$ cat config.mk
export PLATFORM = sky130hd
export DESIGN_NAME = sensor_event_encoder
export DESIGN_NICKNAME = d
export VERILOG_FILES = /design/src/rtl/sensor_event_encoder_pkg.sv /design/src/rtl/sensor_event_encoder_priority.sv /design/src/rtl/sensor_event_encoder.sv
export SDC_FILE = /design/constraint.sdc
export NUM_CORES = 1
export LEC_CHECK = 0
export BUFFER_PORTS_ARGS = -buffer_cell sky130_fd_sc_hd__buf_2
export CORE_MARGIN = 4
export CORE_UTILIZATION = 45
export CTS_BUF_LIST = sky130_fd_sc_hd__clkbuf_4 sky130_fd_sc_hd__clkbuf_8
export CTS_CLUSTER_SIZE = 14
export DETAILED_ROUTE_END_ITERATION = 8
export GPL_TIMING_DRIVEN = 0
export SLEW_MARGIN = 0
export SYNTH_ARGS = -nofsm -noshare
export SYNTH_HDL_FRONTEND = slang
export SYNTH_SLANG_ARGS = --single-unit
$ cat constraint.sdc
create_clock -name clk -period 5.9 [get_ports clk]
set_clock_uncertainty 0.1 [all_clocks]
set_input_delay 0.885 -clock clk [delete_from_list [all_inputs] [get_ports clk]]
set_output_delay 0.885 -clock clk [all_outputs]
set_load 0.05 [all_outputs]
$ cat src/rtl/sensor_event_encoder_pkg.sv
// Shared definitions for the sensor event encoder and its decoder-side peers.
package sensor_event_encoder_pkg;

    localparam int N_SENSORS = 16;
    localparam int CODE_W    = 4;

    typedef enum logic {
        IDLE    = 1'b0,
        PRESENT = 1'b1
    } state_t;

    // Binary code to one-hot line mask; the same mapping the 4-to-16 decoder uses.
    function automatic logic [N_SENSORS-1:0] onehot16(input logic [CODE_W-1:0] code);
        logic [N_SENSORS-1:0] v;
        v       = '0;
        v[code] = 1'b1;
        return v;
    endfunction

endpackage

$ cat src/rtl/sensor_event_encoder_priority.sv
// Combinational 16-to-4 priority encoder, lowest set index wins.
module priority_encoder_16x4
    import sensor_event_encoder_pkg::*;
(
    input  logic [N_SENSORS-1:0] req,
    output logic                 any,
    output logic [CODE_W-1:0]    idx
);

    // Scan from the top down so the lowest set bit is the last assignment.
    always_comb begin
        any = |req;
        idx = '0;
        for (int i = N_SENSORS - 1; i >= 0; i--) begin
            if (req[i]) begin
                idx = CODE_W'(i);
            end
        end
    end

endmodule

$ cat src/rtl/sensor_event_encoder.sv
// Turns rising edges on 16 sensor lines into a stream of 4-bit event codes
// on a valid/ready interface, with round-robin or fixed-priority arbitration.
//
// state   | meaning
// --------+----------------------------------------------------------
// IDLE    | nothing presented; load a code as soon as pending != 0
// PRESENT | evt_code valid and held until accepted; reload on accept
module sensor_event_encoder
    import sensor_event_encoder_pkg::*;
#(
    parameter int RR_EN      = 1,
    parameter int DROP_CNT_W = 8
)
(
    input  logic                  clk,
    input  logic                  rst_n,
    input  logic [N_SENSORS-1:0]  sensor_in,
    input  logic                  evt_ready,
    output logic                  evt_valid,
    output logic [CODE_W-1:0]     evt_code,
    output logic [N_SENSORS-1:0]  pending,
    output logic [DROP_CNT_W-1:0] drop_cnt
);

    state_t                state_q;
    state_t                state_d;
    logic [N_SENSORS-1:0]  sensor_q;
    logic [N_SENSORS-1:0]  rise;
    logic [N_SENSORS-1:0]  clr;
    logic [N_SENSORS-1:0]  sel_req;
    logic [N_SENSORS-1:0]  rot_req;
    logic [CODE_W-1:0]     last;
    logic [CODE_W-1:0]     last_d;
    logic [CODE_W-1:0]     shift;
    logic [CODE_W-1:0]     enc_idx;
    logic [CODE_W-1:0]     grant;
    logic [CODE_W-1:0]     code_d;
    logic                  enc_any;
    logic                  accept;
    logic                  drop_hit;

    assign evt_valid = (state_q == PRESENT);
    assign accept    = evt_valid & evt_ready;
    assign rise      = sensor_in & ~sensor_q;
    assign clr       = accept ? onehot16(evt_code) : '0;
    // Selection works on registered pending minus the bit being accepted now,
    // so rises arriving this cycle are never granted in the same cycle.
    assign sel_req   = pending & ~clr;
    assign drop_hit  = |(rise & sel_req);
    // 4-bit add wraps 15 -> 0, giving the round-robin start point.
    assign shift     = last + CODE_W'(1);

    // Rotate requests right by last+1 so the encoder's lowest index is the next in turn.
    always_comb begin
        rot_req = '0;
        grant   = '0;
        if (RR_EN != 0) begin
            for (int i = 0; i < N_SENSORS; i++) begin
                rot_req[i] = sel_req[CODE_W'(i) + shift];
            end
            grant = enc_idx + shift;
        end else begin
            rot_req = sel_req;
            grant   = enc_idx;
        end
    end

    priority_encoder_16x4 u_penc (
        .req (rot_req),
        .any (enc_any),
        .idx (enc_idx)
    );

    // Next-state and presented-code selection.
    always_comb begin
        state_d = state_q;
        code_d  = evt_code;
        last_d  = last;
        case (state_q)
            IDLE: begin
                if (enc_any) begin
                    state_d = PRESENT;
                    code_d  = grant;
                    last_d  = grant;
                end
            end
            PRESENT: begin
                if (accept) begin
                    if (enc_any) begin
                        code_d = grant;
                        last_d = grant;
                    end else begin
                        state_d = IDLE;
                    end
                end
            end
            default: state_d = IDLE;
        endcase
    end

    // FSM state, presented code and arbitration pointer.
    always_ff @(posedge clk) begin
        if (!rst_n) begin
            state_q  <= IDLE;
            evt_code <= '0;
            last     <= CODE_W'(N_SENSORS - 1);
        end else begin
            state_q  <= state_d;
            evt_code <= code_d;
            last     <= last_d;
        end
    end

    // Edge detect, pending mask (set wins over clear) and saturating drop counter.
    always_ff @(posedge clk) begin
        if (!rst_n) begin
            sensor_q <= '0;
            pending  <= '0;
            drop_cnt <= '0;
        end else begin
            sensor_q <= sensor_in;
            pending  <= sel_req | rise;
            if (drop_hit && (drop_cnt != '1)) begin
                drop_cnt <= drop_cnt + DROP_CNT_W'(1);
            end
        end
    end

endmodule

# [After elaboration in Yosys (flattened, before gate mapping)]
# Cells that the tools add are included.
[word_totals] ff_bits=49 in_bits=19 out_inout_bits=29 elab_cells=116
[classes] add_sub_neg=18 magnitude_cmp=18 n_eq_ne=2 n_mux=60 n_bitwise=8 n_reduce_logical=4
[ops] cell="$lt A4 B5 Y1 const B" count=17
[ops] cell="$mux W4" count=20
[ops] cell="$bmux W1 S4" count=16
[ops] cell="$and A16 B16 Y16" count=3
[ops] cell="$add A4 B4 Y4 const A" count=8
[ops] cell="$not A16 Y16" count=2
[ops] cell="$reduce_or A16 Y1" count=2
[ops] cell="$mux W1" count=19
[ops] cell="$add A3 B4 Y4 const A" count=4
[ops] cell="$mux W16" count=1
[ops] cell="$or A16 B16 Y16" count=1
[ops] cell="$pmux W4 S2" count=2
[ops] cell="$add A2 B4 Y4 const A" count=2
[ops] cell="$add A8 B1 Y8 const B" count=1
[ops] cell="$ne A8 B8 Y1 const B" count=1
[ops] cell="$add A1 B4 Y4 const A" count=1
[ops] cell="$add A4 B1 Y4 const B" count=1
[ops] cell="$add A4 B4 Y4" count=1
[ops] cell="$demux W1 S4" count=1
[ops] cell="$ge A4 B1 Y1 const B" count=1
[ops] cell="$logic_and A1 B1 Y1" count=2
[ops] cell="$ne A2 B1 Y1 const B" count=1
[ops] cell="$pmux W1 S2" count=1
[ops] cell="$and A1 B1 Y1" count=1
[ops] cell="$not A1 Y1" count=1

# [Depth between registers and ports, before layout]
[depth] ltp_word=29 mapped_depth=18 depth_no_buf=18

# [By module]
# Synthesis repeated with hierarchy kept, for this count alone.
[unflattened] hier_cells=371 area_unflattened_um2=3352.0
[modules_own_cells] module="sensor_event_encoder" instances=1 cells_per_inst=337 area_each_um2=3175.5
[modules_own_cells] module="priority_encoder_16x4" instances=1 cells_per_inst=34 area_each_um2=176.4

# [Least setup slack after synthesis]
# OpenSTA, ideal clock, no wires.
[synth_path] path_type="register to register" from="register last[0]" to="register last[3]" setup_time_ns=0.096 t_arrival_ns=4.292 path_slack_ns=1.412 stages_incl_launch_ff=19 n_path_buf=2 synth_period_minus_slack_ns=4.488 cell_sequence="dfxtp_1 ha_1 xnor2_4 ha_1 clkbuf_1 clkbuf_1 a21o_1 mux4_2 o211ai_1 a31oi_1 o311ai_0 a31oi_1 ha_1 a21o_1 a21oi_1 xnor2_1 nor2_1 and4_1 o41ai_2"
[synth_between] elab_chain_cells=24 word_cells_on_any_way=69 classes_between="add/sub: 17; mux: 51; reduce/logical: 1"
[synth_rtl] item="start: declaration" line_no="sensor_event_encoder.sv:32" text="logic [CODE_W-1:0] last;"
[synth_rtl] item="start signal: assignment" line_no="sensor_event_encoder.sv:106" text="last <= CODE_W'(N_SENSORS - 1);"
[synth_rtl] item="start signal: assignment" line_no="sensor_event_encoder.sv:110" text="last <= last_d;"
[synth_rtl] item="$add A4 B1 Y4 (*)" line_no="sensor_event_encoder.sv:51" text="assign shift = last + CODE_W'(1);"
[synth_rtl] item="$add A4 B4 Y4" line_no="sensor_event_encoder.sv:59" text="rot_req[i] = sel_req[CODE_W'(i) + shift];"
[synth_rtl] item="$bmux W1 S4" line_no="sensor_event_encoder.sv:59"
[synth_rtl] item="$mux W1 (not written as such)" line_no="sensor_event_encoder.sv:59"
[synth_rtl] item="$mux W4 (16 in a row)" line_no="sensor_event_encoder_priority.sv:15" text="if (req[i]) begin"
[synth_rtl] item="$add A4 B4 Y4" line_no="sensor_event_encoder.sv:61" text="grant = enc_idx + shift;"
[synth_rtl] item="$mux W4 (*)" line_no="sensor_event_encoder.sv:81, sensor_event_encoder.sv:89"
[synth_rtl] item="$mux W4" line_no="sensor_event_encoder.sv:88" text="if (accept) begin"
[synth_rtl] item="$pmux W4 S2 (*)" line_no="sensor_event_encoder.sv:79" text="case (state_q)"
# Every way passes the cells marked *; elsewhere a longest branch is shown, timed or not. The select of a mux whose other input is x is not followed.
# A chain may end at the register's enable or synchronous reset.

# [Final worst setup path]
# Same ends and word-level chain as after synthesis.

==> results <==
- Once detail routing completed, the nets flagged for antenna violations numbered 0.
- Of all nets on the critical path, the largest fanout is 10.
- The post-placement worst setup slack is 0.8539 ns.
- The initial utilization of the core area, before any placement, comes to 46.62%.
- The I/O pin count is 48.
- The library cell used most frequently in the layout, excluding fill and tap cells, is buf_2.
- The DRC violation count after routing is 0.
- Setup total negative slack on the finished layout was measured at 0 ns.
- The cell with the largest stage delay on the worst path is nor4_1.
- The via count of the first global-routing pass was 3326.
- The first global-routing pass estimated 17020 µm of wire.
- The critical path is of the reg2reg type.
- After clock tree synthesis, the repair step resized 0 gates.
- The number of storage elements in the synthesis netlist is 49.
- The final period demand of the worst path is 5.152 ns.
- The count of buffers added on input and output ports is 45.
- The region available for standard cell placement spans 0.008299 mm².
- Among all flip-flop cells after synthesis, the most frequent one is dfxtp_1.
- The fraction of the yosys area taken by sequential cells is 25.36%.
- The net total in the final layout is 480.
- The clock latency on the worst-skew pair is 0.32 ns.
- The fraction of registers with async set or reset after synthesis is 0%.
- The number of hold-slack violations in the final timing report is 0.
- Global routing used 21.02% of the available tracks across all layers.
- The most used cell along the critical path is ha_1.
- The clock tree root buffer cell is clkbuf_8.
- The quantity of hold-fixing buffers added after cts is 0.
- The instance count of the mapped netlist is 397.
- For this run, the slowest stage of the critical path takes 0.63 ns.
- For the worst setup path, the data arrival time is 5.28 ns.
- The number of enable flip-flop cells after synthesis is 0.
- The number of buffer and inverter instances along the worst setup path is 1.
- The antenna diode count is 0.
- Data on the critical path is required at its endpoint by 6.02 ns.
- The initialized floorplan defines 33 standard-cell rows.
- The final core utilization is 52.31%.
- The total of endpoints with negative setup slack in the final report is 0.
- The path category of the worst min-delay check is reg2reg.
- The number of antenna violations at the first check in global routing came to 0.
- The count of yosys warnings during synthesis is 0.
- When the netlist entered floorplanning its net count stood at 428.
- The final clock period utilization by the worst path is 87.32%.
- The CTS sink count is 49.
- The worst setup path is captured at a register.
- After detailed routing, the average wire length per cell comes to 18.56 µm.
- The count of final max-slew check failures was 0.
- Setup repair after global routing left no endpoint under its margin.
- The maximum count of clock buffers along a single path is 2.
- The library cells used most frequently in the layout, excluding fill and tap cells, are buf_2, dfxtp_1, mux2i_1.
- Fill cells in the final layout number 758.
- The vias after detailed routing is 3357.
- The chip width is 100.7 µm.
- The fraction of layout instances using a drive strength above 1 is 24.00%.
- The worst setup path is launched from a register.
- The number of max-cap violations is 0.
- The die covers 0.01014 mm².
- The initial DRC count is 148.
- The area growth from synthesis to layout is 12.23%.
- For the pin with the worst max-slew slack, the measured transition is 0.7140 ns.
- The first detailed-routing pass ran for 4 iterations.
- The congestion estimate from routability-driven global placement came to 0.8776.
- The signal on the critical path passes through ha_1 -> xnor2_4 -> ha_1 -> clkbuf_1 -> a311oi_1 -> a2111oi_0 -> nor4_1 -> o311ai_0 -> a31oi_1 -> ha_1 -> a21o_1 -> a21oi_1 -> xnor2_1 -> nor2_1 -> and4_1 -> o41ai_2.
- The run finished with clean final reports.
- Buffers added to address setup during post-CTS repair amount to 0.
- The residual overflow from global routing is 0.
- In this run, distinct cell masters in the synthesized netlist total 69.
- A synthesized cell averages 9.745 µm².
- The cell family contributing the most delay on the critical path is compound AO/OA/AOI/OAI gates.
- In this run the number of H-tree levels came out at 2.
- The mapped netlist covers 0.003869 mm².
- Measured along the y axis, the die boundary spans 100.7 µm.
- The wire length reported by the detailed router is 10300 µm.
- Static timing analysis puts the maximum clock frequency at 194.1 MHz.
- Setup slack closes at 0.7483 ns.
- The worst pin sits at a relative slew slack of 51.96%.
- The post-CTS clock slew at the launch and capture registers of the worst setup and hold paths is 0.10 ns.
- TritonCTS created 5 clock buffers.
- The via density per instance is 6.049.
- The placed wire-length estimate after detailed placement is 8023 µm.
- TritonCTS built the clock tree.
- The largest net degree at the start of global routing is 18.
==> worst paths after layout <==
| path | endpoint | startpoint | depth (start not counted) | slack, ns |
|---|---|---|---|---|
| hold reg to reg | pending[10]$_SDFF_PN0_ | sensor_q[10]$_SDFF_PN0_ | 3 | 0.41 |
| setup reg to reg | last[3]$_SDFFE_PN1P_ | last[0]$_SDFFE_PN1P_ | 16 | 0.75 |
| setup / recovery | last[3]$_SDFFE_PN1P_ | last[0]$_SDFFE_PN1P_ | 16 | 0.75 |
| hold / removal | pending[10]$_SDFF_PN0_ | sensor_q[10]$_SDFF_PN0_ | 3 | 0.41 |
==> cell families after synthesis <==
| group | after synthesis | synth area share (%) |
|---|---|---|
| DFF | 49 | 25.36 |
| adders and majority gates | 12 | 4.075 |
| buffers and inverters | 31 | 4.236 |
| AOI/OAI and AO/OA | 115 | 20.57 |
| muxes | 56 | 22.06 |
| xor gates and xnor gates | 20 | 6.695 |
| and+or+nand+nor | 114 | 17.01 |
==> worst min-delay path: stages (launching register included) <==
cell,delay [ns]
dfxtp_1,0.32
inv_1,0.04
nand2_1,0.05
a21oi_1,0.05
==> routing by layer <==
layer	part of all wire [%]	GRT usage, %
met1	45	28.20
met2	47	34.23
met3	4.7	3.114
met4	2.7	7.876
met5	0	0
==> Yosys cell counts (5+ instances only) <==
cell	number	share of area, %
inv_1	8	0.78
a21o_1	7	1.4
clkbuf_1	9	0.87
xor2_1	8	1.8
and2_1	21	3.4
nor2_1	19	1.8
ha_1	11	3.6
a31oi_1	8	1.3
dfxtp_1	49	25
o22ai_1	5	0.81
nor4_1	5	0.81
nand2_1	19	1.8
xnor2_1	5	1.1
buf_2	5	0.65
nand4_1	5	0.81
a21oi_1	28	3.6
mux4_2	23	13
mux2i_1	31	8.0
nand2b_1	19	3.1
o21ai_0	21	2.7
==> state kept, by name, indices dropped and copies added (netlist names) <==
name,flops
drop_cnt,8
pending,16
last,4
sensor_q,16
evt_code,4
evt_valid,1
==> metrics by stage <==
step / hold slack [ns] / instance area [µm²] / instances
finish: 0.4051 / 4342 / 555
global route: 0.4571 / 4342 / 555
CTS: 0.4037 / 4342 / 555
detailed placement: 0.3907 / 4225 / 547
global placement: 0.3844 / 4225 / 547
floorplan: 0.3727 / 3869 / 397
==> area by class of cell <==
cell class	count	area (µm²)	area share (%)
buffer	20	122.6	2.824
clock buffer	5	68.82	1.585
clock inverter	3	47.55	1.095
inverter	11	41.29	0.9510
multi-input combinational	317	2724	62.74
sequential	49	980.9	22.59
tap	105	131.4	3.026
timing repair buffer	45	225.2	5.187
Power is left out: the tool's default activity adds up to more than one toggle a clock period on the data nets, which glitch-free logic cannot reach.
